--- src/rtl/dcom_pkg.sv ---
// Shared definitions for the serial-to-AHB debug bridge: FSM encoding,
// header/status bit positions and the AHB size helper.
package dcom_pkg;

  typedef enum logic [3:0] {
    S_IDLE   = 4'd0,
    S_LEN    = 4'd1,
    S_ADDR   = 4'd2,
    S_RXDATA = 4'd3,
    S_AHBWR  = 4'd4,
    S_AHBRD  = 4'd5,
    S_TXDATA = 4'd6,
    S_DRAIN  = 4'd7,
    S_TXSTAT = 4'd8
  } state_e;

  localparam int HDR_START = 7;
  localparam int HDR_WRITE = 6;
  localparam int HDR_FIXED = 5;

  localparam int ST_ERR = 0;
  localparam int ST_TMO = 1;

  function automatic logic [2:0] size_of(input int unsigned nbytes);
    case (nbytes)
      32'd1:   size_of = 3'd0;
      32'd2:   size_of = 3'd1;
      32'd4:   size_of = 3'd2;
      32'd8:   size_of = 3'd3;
      default: size_of = 3'd0;
    endcase
  endfunction

endpackage

--- src/rtl/dcom_byte_shift.sv ---
// N-byte MSB-first shift register with parallel load and a byte counter;
// last_o flags that the byte being shifted now completes the word.
module dcom_byte_shift #(
  parameter int N = 4
) (
  input  logic           clk_i,
  input  logic           rst_i,
  input  logic           clr_i,
  input  logic           load_i,
  input  logic [8*N-1:0] load_val_i,
  input  logic           shift_in_i,
  input  logic [7:0]     byte_i,
  input  logic           shift_out_i,
  output logic [8*N-1:0] q_o,
  output logic           last_o
);

  localparam int CW = (N > 1) ? $clog2(N) : 1;

  logic [8*N-1:0] q_q, q_d, shifted_s;
  logic [CW-1:0]  cnt_q, cnt_d;

  assign q_o    = q_q;
  assign last_o = (cnt_q == CW'(N - 1));

  // Next-state: load wins, then counter clear, then a shift in either direction.
  always_comb begin
    shifted_s = q_q << 4'd8;
    if (shift_in_i) begin
      shifted_s[7:0] = byte_i;
    end else begin
      shifted_s[7:0] = 8'h00;
    end
    q_d   = q_q;
    cnt_d = cnt_q;
    if (load_i) begin
      q_d   = load_val_i;
      cnt_d = '0;
    end else if (clr_i) begin
      cnt_d = '0;
    end else if (shift_in_i || shift_out_i) begin
      q_d   = shifted_s;
      cnt_d = last_o ? '0 : cnt_q + CW'(1);
    end else begin
      cnt_d = cnt_q;
    end
  end

  // State register with synchronous reset.
  always_ff @(posedge clk_i) begin
    if (rst_i) begin
      q_q   <= '0;
      cnt_q <= '0;
    end else begin
      q_q   <= q_d;
      cnt_q <= cnt_d;
    end
  end

endmodule

--- src/rtl/dcom_burst_bridge.sv ---
// Serial-to-AHB debug bridge: decodes host packets from the COM byte stream
// into single-beat AHB transfers and returns read data plus a status byte.
module dcom_burst_bridge
  import dcom_pkg::*;
#(
  parameter int ADDR_BYTES = 4,
  parameter int DATA_BYTES = 4,
  parameter int TIMEOUT    = 1024
) (
  input  logic                    CLK,
  input  logic                    RST,
  input  logic [7:0]              DataIn,
  input  logic                    DataReady,
  output logic                    Read,
  output logic [7:0]              DataOut,
  output logic                    Write,
  input  logic                    THEmpty,
  output logic                    AhbReq,
  output logic                    AhbWrite,
  output logic [2:0]              AhbSize,
  output logic [8*ADDR_BYTES-1:0] AhbAddr,
  output logic [8*DATA_BYTES-1:0] AhbOut,
  input  logic [8*DATA_BYTES-1:0] AhbIn,
  input  logic                    Okay,
  input  logic                    AhbErr,
  output logic                    Busy
);

  localparam int AW = 8 * ADDR_BYTES;
  localparam int DW = 8 * DATA_BYTES;
  localparam int WW = $clog2(TIMEOUT + 2);

  state_e         state_q;
  logic           wr_q, fixed_q, write_q;
  logic [7:0]     len_q, status_q, dout_q, st_next_s;
  logic [8:0]     word_q;
  logic [WW-1:0]  wait_q;
  logic [AW-1:0]  addr_q;
  logic [DW-1:0]  wd_q, rd_q;
  logic           addr_last_s, wd_last_s, rd_last_s, unused_rd_s;
  logic           in_ahb_s, tmo_s, fail_s, resp_s, last_word_s, tx_ok_s, start_s;

  assign in_ahb_s    = (state_q == S_AHBWR) || (state_q == S_AHBRD);
  assign tmo_s       = (TIMEOUT != 0) && (wait_q == WW'(TIMEOUT));
  assign fail_s      = AhbErr || tmo_s;
  assign resp_s      = Okay || fail_s;
  assign last_word_s = (word_q == {1'b0, len_q});
  assign tx_ok_s     = THEmpty && !write_q;
  assign start_s     = (state_q == S_IDLE) && DataReady && DataIn[HDR_START];
  assign unused_rd_s = ^rd_q;

  assign Read     = DataReady && ((state_q == S_IDLE) || (state_q == S_LEN) ||
                    (state_q == S_ADDR) || (state_q == S_RXDATA) || (state_q == S_DRAIN));
  assign AhbReq   = in_ahb_s && !resp_s;
  assign AhbWrite = wr_q;
  assign AhbSize  = size_of(DATA_BYTES);
  assign AhbAddr  = addr_q;
  assign AhbOut   = wd_q;
  assign DataOut  = dout_q;
  assign Write    = write_q;
  assign Busy     = (state_q != S_IDLE);

  // Sticky status with any error or timeout seen in this cycle folded in.
  always_comb begin
    st_next_s         = status_q;
    st_next_s[ST_ERR] = status_q[ST_ERR] | AhbErr;
    st_next_s[ST_TMO] = status_q[ST_TMO] | tmo_s;
  end

  dcom_byte_shift #(.N(ADDR_BYTES)) u_addr (
    .clk_i      (CLK),
    .rst_i      (RST),
    .clr_i      (start_s),
    .load_i     (in_ahb_s && Okay && !fail_s && !fixed_q),
    .load_val_i (addr_q + AW'(DATA_BYTES)),
    .shift_in_i ((state_q == S_ADDR) && DataReady),
    .byte_i     (DataIn),
    .shift_out_i(1'b0),
    .q_o        (addr_q),
    .last_o     (addr_last_s)
  );

  // Drained payload also passes through here; AhbOut is only meaningful under AhbReq.
  dcom_byte_shift #(.N(DATA_BYTES)) u_wdata (
    .clk_i      (CLK),
    .rst_i      (RST),
    .clr_i      (start_s),
    .load_i     (1'b0),
    .load_val_i ({DW{1'b0}}),
    .shift_in_i (((state_q == S_RXDATA) || (state_q == S_DRAIN)) && DataReady),
    .byte_i     (DataIn),
    .shift_out_i(1'b0),
    .q_o        (wd_q),
    .last_o     (wd_last_s)
  );

  dcom_byte_shift #(.N(DATA_BYTES)) u_rdata (
    .clk_i      (CLK),
    .rst_i      (RST),
    .clr_i      (1'b0),
    .load_i     ((state_q == S_AHBRD) && resp_s),
    .load_val_i (fail_s ? {DW{1'b0}} : AhbIn),
    .shift_in_i (1'b0),
    .byte_i     (8'h00),
    .shift_out_i((state_q == S_TXDATA) && tx_ok_s),
    .q_o        (rd_q),
    .last_o     (rd_last_s)
  );

  // Command FSM with registered transmit outputs.
  always_ff @(posedge CLK) begin
    if (RST) begin
      state_q  <= S_IDLE;
      wr_q     <= 1'b0;
      fixed_q  <= 1'b0;
      write_q  <= 1'b0;
      len_q    <= 8'h00;
      status_q <= 8'h00;
      dout_q   <= 8'h00;
      word_q   <= 9'd0;
      wait_q   <= '0;
    end else begin
      write_q <= 1'b0;
      wait_q  <= (in_ahb_s && !resp_s) ? wait_q + WW'(1) : '0;
      case (state_q)
        S_IDLE: begin
          if (start_s) begin
            wr_q     <= DataIn[HDR_WRITE];
            fixed_q  <= DataIn[HDR_FIXED];
            status_q <= 8'h00;
            word_q   <= 9'd0;
            state_q  <= S_LEN;
          end
        end
        S_LEN: begin
          if (DataReady) begin
            len_q   <= DataIn;
            state_q <= S_ADDR;
          end
        end
        S_ADDR: begin
          if (DataReady && addr_last_s) begin
            state_q <= wr_q ? S_RXDATA : S_AHBRD;
          end
        end
        S_RXDATA: begin
          if (DataReady && wd_last_s) begin
            state_q <= S_AHBWR;
          end
        end
        S_AHBWR: begin
          if (resp_s) begin
            status_q <= st_next_s;
            if (last_word_s) begin
              state_q <= S_TXSTAT;
            end else begin
              word_q  <= word_q + 9'd1;
              state_q <= fail_s ? S_DRAIN : S_RXDATA;
            end
          end
        end
        S_AHBRD: begin
          if (resp_s) begin
            status_q <= st_next_s;
            state_q  <= S_TXDATA;
          end
        end
        S_TXDATA: begin
          if (tx_ok_s) begin
            write_q <= 1'b1;
            dout_q  <= rd_q[DW-1 -: 8];
            if (rd_last_s) begin
              if (last_word_s) begin
                state_q <= S_TXSTAT;
              end else begin
                // After a failure the emptied shifter supplies the zero filler words.
                word_q  <= word_q + 9'd1;
                state_q <= (status_q != 8'h00) ? S_TXDATA : S_AHBRD;
              end
            end
          end
        end
        S_DRAIN: begin
          if (DataReady && wd_last_s) begin
            if (last_word_s) begin
              state_q <= S_TXSTAT;
            end else begin
              word_q <= word_q + 9'd1;
            end
          end
        end
        S_TXSTAT: begin
          if (tx_ok_s) begin
            write_q <= 1'b1;
            dout_q  <= status_q;
            state_q <= S_IDLE;
          end
        end
        default: state_q <= S_IDLE;
      endcase
    end
  end

endmodule
--- config.mk ---
export PLATFORM = sky130hd
export DESIGN_NAME = dcom_burst_bridge
export DESIGN_NICKNAME = d
export VERILOG_FILES = /design/src/rtl/dcom_pkg.sv /design/src/rtl/dcom_byte_shift.sv /design/src/rtl/dcom_burst_bridge.sv
export SDC_FILE = /design/constraint.sdc
export NUM_CORES = 1
export LEC_CHECK = 0
export CELL_PAD_IN_SITES_DETAIL_PLACEMENT = 1
export CELL_PAD_IN_SITES_GLOBAL_PLACEMENT = 1
export CORE_MARGIN = 2
export CORE_UTILIZATION = 40
export CTS_CLUSTER_SIZE = 24
export DETAILED_ROUTE_END_ITERATION = 8
export PLACE_DENSITY = 0.89
export SYNTH_ARGS = -nofsm -noshare
export SYNTH_HDL_FRONTEND = slang
export SYNTH_HIERARCHICAL = 1
export SYNTH_SLANG_ARGS = --single-unit
--- constraint.sdc ---
create_clock -name CLK -period 2.65 [get_ports CLK]
set_input_delay 0.53 -clock CLK [delete_from_list [all_inputs] [get_ports CLK]]
set_output_delay 0.53 -clock CLK [all_outputs]
set_load 0.1 [all_outputs]
## After elaboration in Yosys (flattened, before gate mapping)

Index checks and enable logic that the tools add are counted.

| cells by class | value |
|---|---|
| add/subtract/negate cells | 6 |
| multiply operators | 0 |
| divide/modulo/power cells | 0 |
| $lt $le $gt $ge | 0 |
| equal/unequal tests | 26 |
| shift operators | 0 |
| muxes and demuxes | 40 |
| bitwise logic cells | 6 |
| reductions and logical operators | 50 |

Operators with widths:

| cell | count |
|---|---|
| 32-bit two-way mux | 6 |
| 9-bit two-way mux | 6 |
| 4-bit two-way mux | 13 |
| 4-bit case mux with 9 select lines | 1 |
| 9-bit case mux with 4 select lines | 1 |
| 32-bit by 3-bit adder with 32-bit output (second input constant) | 1 |
| 8-bit case mux with 2 select lines | 2 |
| 8-bit two-way mux | 3 |
| 4-bit by 3-bit equality test with 1-bit output (second input constant) | 4 |
| 1-bit logical AND | 14 |
| 2-bit != test (second input constant) | 7 |
| 2-bit by 1-bit != test with 1-bit output (second input constant) | 6 |
| 2-bit OR reduction | 6 |
| 11-bit by 1-bit adder with 11-bit output (second input constant) | 1 |
| 11-bit equality test (second input constant) | 1 |
| 11-bit AND reduction | 1 |
| 2-bit two-way mux | 5 |
| 9-bit by 1-bit adder with 9-bit output (second input constant) | 1 |
| 9-bit by 8-bit equality test with 1-bit output | 1 |
| 3-bit AND reduction | 3 |
| 4-bit by 2-bit equality test with 1-bit output (second input constant) | 2 |
| 1-bit logical OR | 8 |
| 2-bit AND reduction | 4 |
| 2-bit nonzero test | 4 |
| other kinds (14) | 27 |

| storage, ports and cells | value |
|---|---|
| flip-flop bits (word level) | 153 |
| latch bits | 0 |
| memory bits (writable) | 0 |
| ROM bits | 0 |
| bits of input ports | 46 |
| logic and storage cells | 144 |
| memories kept | 0 |

## Depth between registers and ports, before layout

Gate-level depths: netlist of run 1.

| logic depth | value |
|---|---|
| depth in word-level cells | 7 |
| gate-level depth with buffers | 10 |
| depth with buffers taken out | 9 |

## By module

The synthesis of run 1 kept the hierarchy.

Modules (own cells, without submodules):

| module | instances | cells an instance | area an instance (um^2) |
|---|---|---|---|
| dcom_byte_shift | 3 | 181 | 1536.5 |
| dcom_burst_bridge | 1 | 399 | 3069.2 |

## Worst setup path after synthesis of run 1

OpenSTA, ideal clock, no wires.

| timing | value |
|---|---|
| kind | reg2reg |
| start | reg u_addr.q_q[4], in the netlist u_addr/q_o[4] |
| end | reg u_addr.q_q[31], in the netlist u_addr/q_o[31] |
| library setup time | 0.095 ns |
| arrival | 2.870 ns |
| required time | 2.555 ns |
| setup slack | -0.316 ns |
| cell stages (with the launch flop) | 9 |
| path buffers | 0 |
| clock period less this slack | 2.966 ns |
| cells stage by stage | dfxtp_1 nand3_1 nor3_1 nor2b_1 nand3_1 nor4_1 xor2_1 inv_1 a221oi_1 |

| on the way | value |
|---|---|
| cells in the longest elaborated chain, start to end | 2 |

Ends and longest elaborated chain:

| what | RTL line | source |
|---|---|---|
| start: declaration | dcom_byte_shift.sv:20 | `logic [8*N-1:0] q_q, q_d, shifted_s;` |
| start signal: assignment | dcom_byte_shift.sv:55 | `q_q <= q_d;` |
| 32-bit by 3-bit adder with 32-bit output | dcom_burst_bridge.sv:75 | `.load_val_i (addr_q + AW'(DATA_BYTES)),` |
| 32-bit two-way mux | dcom_byte_shift.sv:36 | `if (load_i) begin` |

Every way passes these cells.
A chain may end at the register's enable or synchronous reset.

## Worst setup path after layout of run 1

| timing | value |
|---|---|
| start | reg wait_q[1] |
| end | out AhbReq |

| on the way | value |
|---|---|
| cells in the longest elaborated chain, start to end | 5 |

Ends and longest elaborated chain:

| what | RTL line | source |
|---|---|---|
| start: declaration | dcom_burst_bridge.sv:37 | `logic [WW-1:0] wait_q;` |
| start signal: assignment | dcom_burst_bridge.sv:124 | `wait_q <= (in_ahb_s && !resp_s) ? wait_q + WW'(1) : '0;` |
| 11-bit equality test | dcom_burst_bridge.sv:44 | `assign tmo_s = (TIMEOUT != 0) && (wait_q == WW'(TIMEOUT));` |
| 1-bit logical OR | dcom_burst_bridge.sv:45 | `assign fail_s = AhbErr \|\| tmo_s;` |
| 1-bit logical OR | dcom_burst_bridge.sv:46 | `assign resp_s = Okay \|\| fail_s;` |
| 1-bit zero test | dcom_burst_bridge.sv:54 | `assign AhbReq = in_ahb_s && !resp_s;` |
| 1-bit logical AND | dcom_burst_bridge.sv:54 |  |
| end: declaration | dcom_burst_bridge.sv:18 | `output logic AhbReq,` |

Every way passes these cells.

==> flow_metrics.py, run 1 <==
metrics = {
    "placed_design": {
        "portBuffers": 122,
        "gp_congestion": 0.7958,
        "dp_cells": 1315,
        "place_area_sq_mm": 0.009256,
        "hpwlAfterDp_um": 15560,
    },
    "clocking": {
        "path_clk_slew_ns": 0.06,
        "cts_tree": "built",
        "worst_skew_pair.late_latency_ns": 0.43,
        "clockBufferDepth": 2,
        "post_cts_resized": 0,
        "htreeDepth": 4,
        "cts_hold_buffers": 0,
        "cts_setup_buffers": 0,
        "cts_buffers": 17,
        "clock-sinks": 147,
        "clockRootBuffer": "clkbuf_16",
    },
    "logic_synthesis": {
        "syn_area_sq_mm": 0.007679,
        "ys_async_sr_fraction": 0,
        "ys.warnings.count": 6,
        "synth_flop_cell": "dfxtp_1",
        "ys_seq_elements": 147,
        "syn_avg_cell_area_sq_um": 8.151,
        "yosysUniqueCellTypes": 57,
        "syn_inst": 942,
        "ys_seq_area_frac": 0.3832,
        "synth_enable_flop_cells": 0,
    },
    "min_path": {
        "min_from": "u_rdata/q_o[23]$_SDFFE_PP0P_",
        "hp-class": "register to register",
        "whs_endpoint": "u_rdata/q_o[23]$_SDFFE_PP0P_",
        "min_path_cells": 2,
    },
    "timing": {
        "rsz0062_at_grt": "no",
        "hold-worst-slack_ns": 0.4729,
        "max_slew_margin": 0.5447,
        "tightest_slew_ns": 0.6816,
        "drv_slew": 0,
        "finalClockSkew_ns": 0.01232,
        "fin_crit_ns": 2.517,
        "min_period_over_period": 0.9497,
        "fmax_mhz": 397.3,
        "setup_viol": 0,
        "hold_viol_final": 0,
    },
    "critical_path": {
        "start_kind": "register",
        "crit_chain": "inv_1 -> ha_1 -> nor2b_1 -> a41oi_4 -> and3b_2 -> buf_12",
        "ff2ff_setup_slack_ns": 0.17,
        "cp_num_cells": 6,
        "cp_num_buf_inv": 2,
        "r2r_cells": 7,
        "worstSetupPathType": "register to primary output",
        "timing.rr.end": "u_addr/q_o[27]$_SDFFE_PP0P_",
        "cpPeakStageDelay_ns": 0.35,
        "crit_arrival_ns": 1.99,
        "end_kind": "primary output",
        "reg2reg_from": "state_q[3]$_SDFFE_PP0P_",
        "worst_path_dominant_cell_family": "simple AND/OR/NAND/NOR gates",
        "crit_fanout": 5,
        "crit_required_ns": 2.12,
        "crit_path_top_delay_cell": "dfxtp_1",
    },
    "layout": {
        "stdcell_count": 1347,
        "num-nets-final": 1153,
        "final_util": 0.5250,
        "area_delta_synth_final_pct": 28.32,
        "fillers": 2280,
        "drive_gt1_frac": 0.1599,
        "final_area_sq_mm": 0.009853,
        "diodes": 0,
    },
    "power_and_ir_drop": {
        "power_leakage_nw": 3.742,
        "max-vdd-ir-drop_mv": 0.4732,
        "power.density_mw_per_mm2": 676.5,
    },
    "outcome": {
        "status": "finished clean",
    },
    "detailed_routing": {
        "drc": 0,
        "dr.first_iter.drc_count": 361,
        "post_drt_wl_per_cell_um": 17.44,
        "drt-total-wl_um": 23490,
        "ant_nets": 0,
        "drt_pre_antenna_iters": 5,
        "vias": 7433,
        "via_per_inst": 5.518,
    },
    "floorplan": {
        "coreArea_sq_mm": 0.01877,
        "die_h_um": 142.6,
        "die_w_um": 142.6,
        "initial_core_util": 0.4091,
        "dieArea_sq_mm": 0.02032,
        "io_pins": 126,
        "rows": 50,
    },
    "flow_run": {
        "cap_violations": 0,
    },
    "global_route": {
        "grt_pass1_wl_um": 38570,
        "overflow": 0,
        "antenna_found_initial": 0,
        "grtUsageTotal": 0.2341,
        "grt_max_degree": 67,
        "grt_pass1_vias": 7646,
    },
}
-- cell usage after synthesis (2+ instances only) --
cell / n / area, sq um
dfxtp_1: 147 / 2943
nand2_1: 97 / 364.1
a21oi_1: 90 / 450.4
a221oi_1: 90 / 788.3
inv_1: 87 / 326.6
nor2_1: 62 / 232.7
and2_1: 33 / 206.5
nor3_1: 32 / 160.2
clkbuf_1: 30 / 112.6
nor2b_1: 30 / 187.7
nand3_1: 26 / 130.1
buf_2: 25 / 125.1
xnor2_1: 25 / 219.0
xor2_1: 20 / 175.2
mux2i_1: 17 / 170.2
o21ai_0: 13 / 65.06
nand2b_1: 10 / 62.56
or3_1: 10 / 62.56
buf_1: 8 / 30.03
and3_1: 7 / 43.79
ha_1: 7 / 87.58
nand4_1: 7 / 43.79
a221oi_2: 6 / 90.09
a22oi_1: 6 / 45.04
buf_6: 6 / 67.56
nor4_1: 5 / 31.28
a2111oi_2: 3 / 45.04
buf_4: 3 / 22.52
o21ba_2: 3 / 30.03
o21bai_2: 3 / 33.78
a211oi_1: 2 / 15.01
and4_1: 2 / 17.52
conb_1: 2 / 7.510
nor4b_1: 2 / 17.52
o211ai_1: 2 / 15.01
o21a_1: 2 / 15.01
or2_2: 2 / 12.51
-- per-stage QoR --
stage / worst slack [ns] / setup TNS (ns) / total power, mW
CTS: 0.03874 / 0 / 6.690
finish: 0.1333 / 0 / 6.666
global placement: 0.08293 / 0 / 4.175
floorplan: -0.06562 / -0.06562 / 3.699
global route: 0.01614 / 0 / 6.932
detailed placement: -0.05785 / -0.06486 / 4.224
-- cell usage in the layout, fill, tap and decap left out, drive strengths merged, types with 10 or more instances in the layout --
master,instances
dfxtp,147
buf,108
nand2,97
a221oi,96
inv,91
a21oi,90
nor2,62
conb,61
clkdlybuf4s50,44
and2,33
nor3,32
nor2b,30
nand3,26
xnor2,25
xor2,20
clkbuf,19
mux2i,17
o21ai,13
or3,10
nand2b,10
-- layout make-up --
class                      instances  area [sq um]  area share
timing repair buffer             152          1401      0.1422
sequential                       147          2957      0.3001
clock buffer                      19         442.9     0.04495
inverter                          87         326.6     0.03314
multi-input combinational        695          4283      0.4347
tap                              234         292.8     0.02971
clock inverter                    13         150.1     0.01524
-- cell families (layout without fill, tap and decap cells) --
logic type                 after synthesis  after routing  synth area share
AOI/OAI and AO/OA                      231            231            0.2232
other                                    2             61         0.0009780
buffers and inverters                  159            271           0.08913
xor gates and xnor gates                45             45           0.05133
adders and majority gates                7              7           0.01141
and+or+nand+nor                        333            333            0.2166
muxes                                   18             18           0.02412
DFF                                    147            147            0.3832
-- worst min-delay path: cells and delay by family, from the launching register on --
kind / cells / cell delay, ns
AOI/OAI and AO/OA: 1 / 0.06
and+or+nand+nor: 1 / 0.05
DFF: 1 / 0.31
-- flip-flops by register name, indices dropped and copies added (netlist names), 2 cells and up --
name	count
u_rdata/cnt_q	2
len_q	8
u_addr/q_o	32
state_q	4
u_wdata/cnt_q	2
word_q	9
status_q	2
u_rdata/q_o	32
u_addr/cnt_q	2
DataOut	8
wait_q	11
u_wdata/q_o	32
-- how the worst max path moves through the flow --
stage	from	endpoint	slack [ns]
floorplan	u_addr/q_o[13]$_SDFFE_PP0P_	u_addr/q_o[31]$_SDFFE_PP0P_	-0.07
global placement	DataReady	u_addr/q_o[5]$_SDFFE_PP0P_	0.08
detailed placement	DataReady	u_addr/q_o[27]$_SDFFE_PP0P_	-0.06
CTS	wait_q[0]$_SDFF_PP0_	AhbReq	0.04
global route	wait_q[1]$_SDFF_PP0_	AhbReq	0.02
finish	wait_q[1]$_SDFF_PP0_	AhbReq	0.13
-- routing by layer --
layer  track usage  vias to the layer above  part of all wire
met5             0                        -                 0
met4       0.06774                        0             0.013
met3       0.05384                       28             0.044
met2        0.4109                      175              0.51
met1        0.2861                     3665              0.43
li1              -                     3565                 -
-- power by group --
part	switching, mW	leakage, nW	internal (mW)
Clock	1.01	0.279	1.43
Combinational	1.19	2.26	0.586
Sequential	0.126	1.20	2.33
Total	2.33	3.74	4.34
(Power assumes the default switching activity.)
==> run 2, diff against run 1 <==
--- a/config.mk
+++ b/config.mk
@@ -8,11 +8,10 @@
 export CELL_PAD_IN_SITES_DETAIL_PLACEMENT = 1
 export CELL_PAD_IN_SITES_GLOBAL_PLACEMENT = 1
 export CORE_MARGIN = 2
-export CORE_UTILIZATION = 40
+export CORE_UTILIZATION = 35
 export CTS_CLUSTER_SIZE = 24
 export DETAILED_ROUTE_END_ITERATION = 8
-export PLACE_DENSITY = 0.89
+export PLACE_DENSITY = 0.81
 export SYNTH_ARGS = -nofsm -noshare
 export SYNTH_HDL_FRONTEND = slang
-export SYNTH_HIERARCHICAL = 1
 export SYNTH_SLANG_ARGS = --single-unit
==> run 2 against run 1 <==
Net effect: worst setup slack worse by 0.079 ns; sequential share of layout area is 3.0 points higher; final area fell by 9.0%; area after synthesis fell by 10%; combinational power up 7%; sequential power about the same; critical path depth did not move; fmax fell by 3.0%; register-to-register slack is essentially flat; critical path type unchanged; highest routed layer unchanged.
==> flow_metrics.py, run 2 <==
metrics = {
    "timing": {
        "fin_crit_ns": 2.595,
        "drv_slew": 0,
        "rsz0062_at_grt": "yes",
        "fmax_mhz": 385.3,
        "finalClockSkew_ns": 0.01356,
        "finalSetupTns_ns": 0,
        "setup_viol": 0,
        "min_period_over_period": 0.9793,
        "max_slew_margin": 0.5783,
        "hold_viol_final": 0,
        "fin_ws_ns": 0.05473,
        "tightest_slew_ns": 0.6267,
    },
    "placed_design": {
        "dp_cells": 1198,
        "pre_cts_slack_ns": -0.03053,
        "portBuffers": 122,
        "hpwlAfterDp_um": 14570,
        "gp_congestion": 0.7948,
    },
    "floorplan": {
        "rows": 51,
        "coreArea_sq_mm": 0.01940,
        "die_h_um": 144.5,
        "io_pins": 126,
        "initial_core_util": 0.3561,
        "die_w_um": 144.5,
        "dieArea_sq_mm": 0.02088,
    },
    "flow_run": {
        "cap_violations": 0,
    },
    "clocking": {
        "worst_skew_pair.late_latency_ns": 0.43,
        "clockBufferDepth": 2,
        "clock-sinks": 147,
        "path_clk_slew_ns": 0.06,
        "clockRootBuffer": "clkbuf_16",
        "cts_buffers": 17,
        "cts_hold_buffers": 0,
        "cts_tree": "built",
        "htreeDepth": 4,
    },
    "logic_synthesis": {
        "syn_inst": 827,
        "synth_flop_cell": "dfxtp_1",
        "yosysUniqueCellTypes": 63,
        "syn_area_sq_mm": 0.006908,
        "ys.warnings.count": 0,
        "yosysTopAreaCell": "dfxtp_1",
        "ys_seq_area_frac": 0.4260,
        "ys_async_sr_fraction": 0,
        "synth_top_area_frac": 0.4260,
        "synth_common_cells": "dfxtp_1, nand2_1, nor2_1",
        "syn_avg_cell_area_sq_um": 8.353,
        "synth_most_common_cell": "dfxtp_1",
        "ys_seq_elements": 147,
        "synth.area.top_cells": "dfxtp_1, nand2_1, mux2i_1",
        "synth_enable_flop_cells": 0,
    },
    "layout": {
        "drive_gt1_frac": 0.1988,
        "diodes": 0,
        "layout_commonest_cell": "nand2_1",
        "mostFrequentLayoutCells": "nand2_1, dfxtp_1, buf_4",
        "area_delta_synth_final_pct": 29.87,
        "num-nets-final": 1006,
        "stdcell_count": 1231,
    },
    "critical_path": {
        "crit_required_ns": 2.12,
        "end_kind": "primary output",
        "crit_fanout": 7,
        "worstSetupPathType": "register to primary output",
        "start_kind": "register",
        "crit_arrival_ns": 2.07,
    },
    "detailed_routing": {
        "dr.first_iter.drc_count": 280,
        "vias": 6634,
        "drt-total-wl_um": 20870,
        "drt_pre_antenna_iters": 5,
        "drc": 0,
        "post_drt_wl_per_cell_um": 16.95,
        "ant_nets": 0,
        "via_per_inst": 5.389,
    },
    "power_and_ir_drop": {
        "seqPwrFrac": 0.370,
        "p_switching_mw": 2.449,
        "power.density_mw_per_mm2": 743.9,
        "comb_power_share": 0.285,
        "p_total_mw": 6.673,
        "switching_share": 0.3671,
        "intPower_mw": 4.224,
        "clockPowerShare": 0.345,
        "max-vdd-ir-drop_mv": 0.5316,
        "power_leakage_nw": 3.418,
    },
    "global_route": {
        "grt_max_degree": 44,
        "overflow": 0,
        "antenna_found_initial": 0,
        "grtUsageTotal": 0.2074,
        "grt_pass1_wl_um": 34360,
        "grt_pass1_vias": 6790,
    },
    "min_path": {
        "hp-class": "register to register",
    },
    "outcome": {
        "status": "finished clean",
    },
}
[run 2: repair_timing]
action	in CTS	in global routing
resized for setup	2	6
setup endpoints to repair	2	22
pin swaps	0	1
buffers inserted	0	1
[run 2: metal layers]
metal  vias up  part of all wire  global-route usage
li1       3226                 -                   -
met2       170              0.48              0.3495
met4         0             0.013             0.06643
met1      3212              0.45              0.2616
met3        26             0.061             0.04967
met5         -                 0                   0
[run 2: final timing paths]
path	start	end	slack [ns]	depth (start not counted)
worst max-delay path	wait_q[0]$_SDFF_PP0_	AhbReq	0.05	6
worst min-delay path	u_wdata.q_o[28]$_SDFFE_PP0P_	u_wdata.q_o[28]$_SDFFE_PP0P_	0.46	2
worst max register to register	u_addr.q_o[2]$_SDFFE_PP0P_	u_addr.q_o[22]$_SDFFE_PP0P_	0.16	6
worst min register to register	u_wdata.q_o[28]$_SDFFE_PP0P_	u_wdata.q_o[28]$_SDFFE_PP0P_	0.46	2
[run 2: stage by stage]
step / cell area [sq um] / hold WS [ns] / util
6_report: 8971 / 0.4565 / 0.4625
5_1_grt: 8971 / 0.4839 / 0.4625
4_1_cts: 8942 / 0.4636 / 0.4610
3_5_place_dp: 8371 / 0.4543 / 0.4315
3_3_place_gp: 8371 / 0.4426 / 0.4315
2_1_floorplan: 6935 / 0.4400 / -
[run 2: worst max-delay path: stages, from the launching register on]
cell and delay, ns:
dfxtp_4 0.37, inv_1 0.06, ha_1 0.13, or4b_4 0.53
o31ai_4 0.31, nor3_4 0.08, buf_12 0.17
[run 2: cell families (layout without fill, tap and decap cells)]
family,Yosys count,in the layout,synth area share
buf+inv,68,206,0.04437
fa+ha+maj,7,7,0.01268
mux,41,41,0.05995
flops,147,147,0.4260
simple gates,360,360,0.2563
other cells,2,3,0.001087
compound gates,182,182,0.1742
xor+xnor,20,20,0.02536
[run 2: power groups by stage]
| stage | combinational (mW) | sequential, mW | clock [mW] |
|---|---|---|---|
| after global routing | 2.05 | 2.49 | 2.45 |
| after floorplan | 1.14 | 2.69 | 0 |
| after detailed placement | 1.88 | 2.51 | 0 |
| after CTS | 1.89 | 2.46 | 2.35 |
| after global placement | 1.84 | 2.51 | 0 |
| final | 1.90 | 2.47 | 2.30 |
[run 2: final cells by class]
class                      instances  area (sq um)
clock buffer                      18         439.2
multi-input combinational        613          3712
timing repair buffer             162          1364
inverter                          12         45.04
sequential                       147          2962
tap                              265         331.6
fill                            2312         10430
clock inverter                    14         117.6
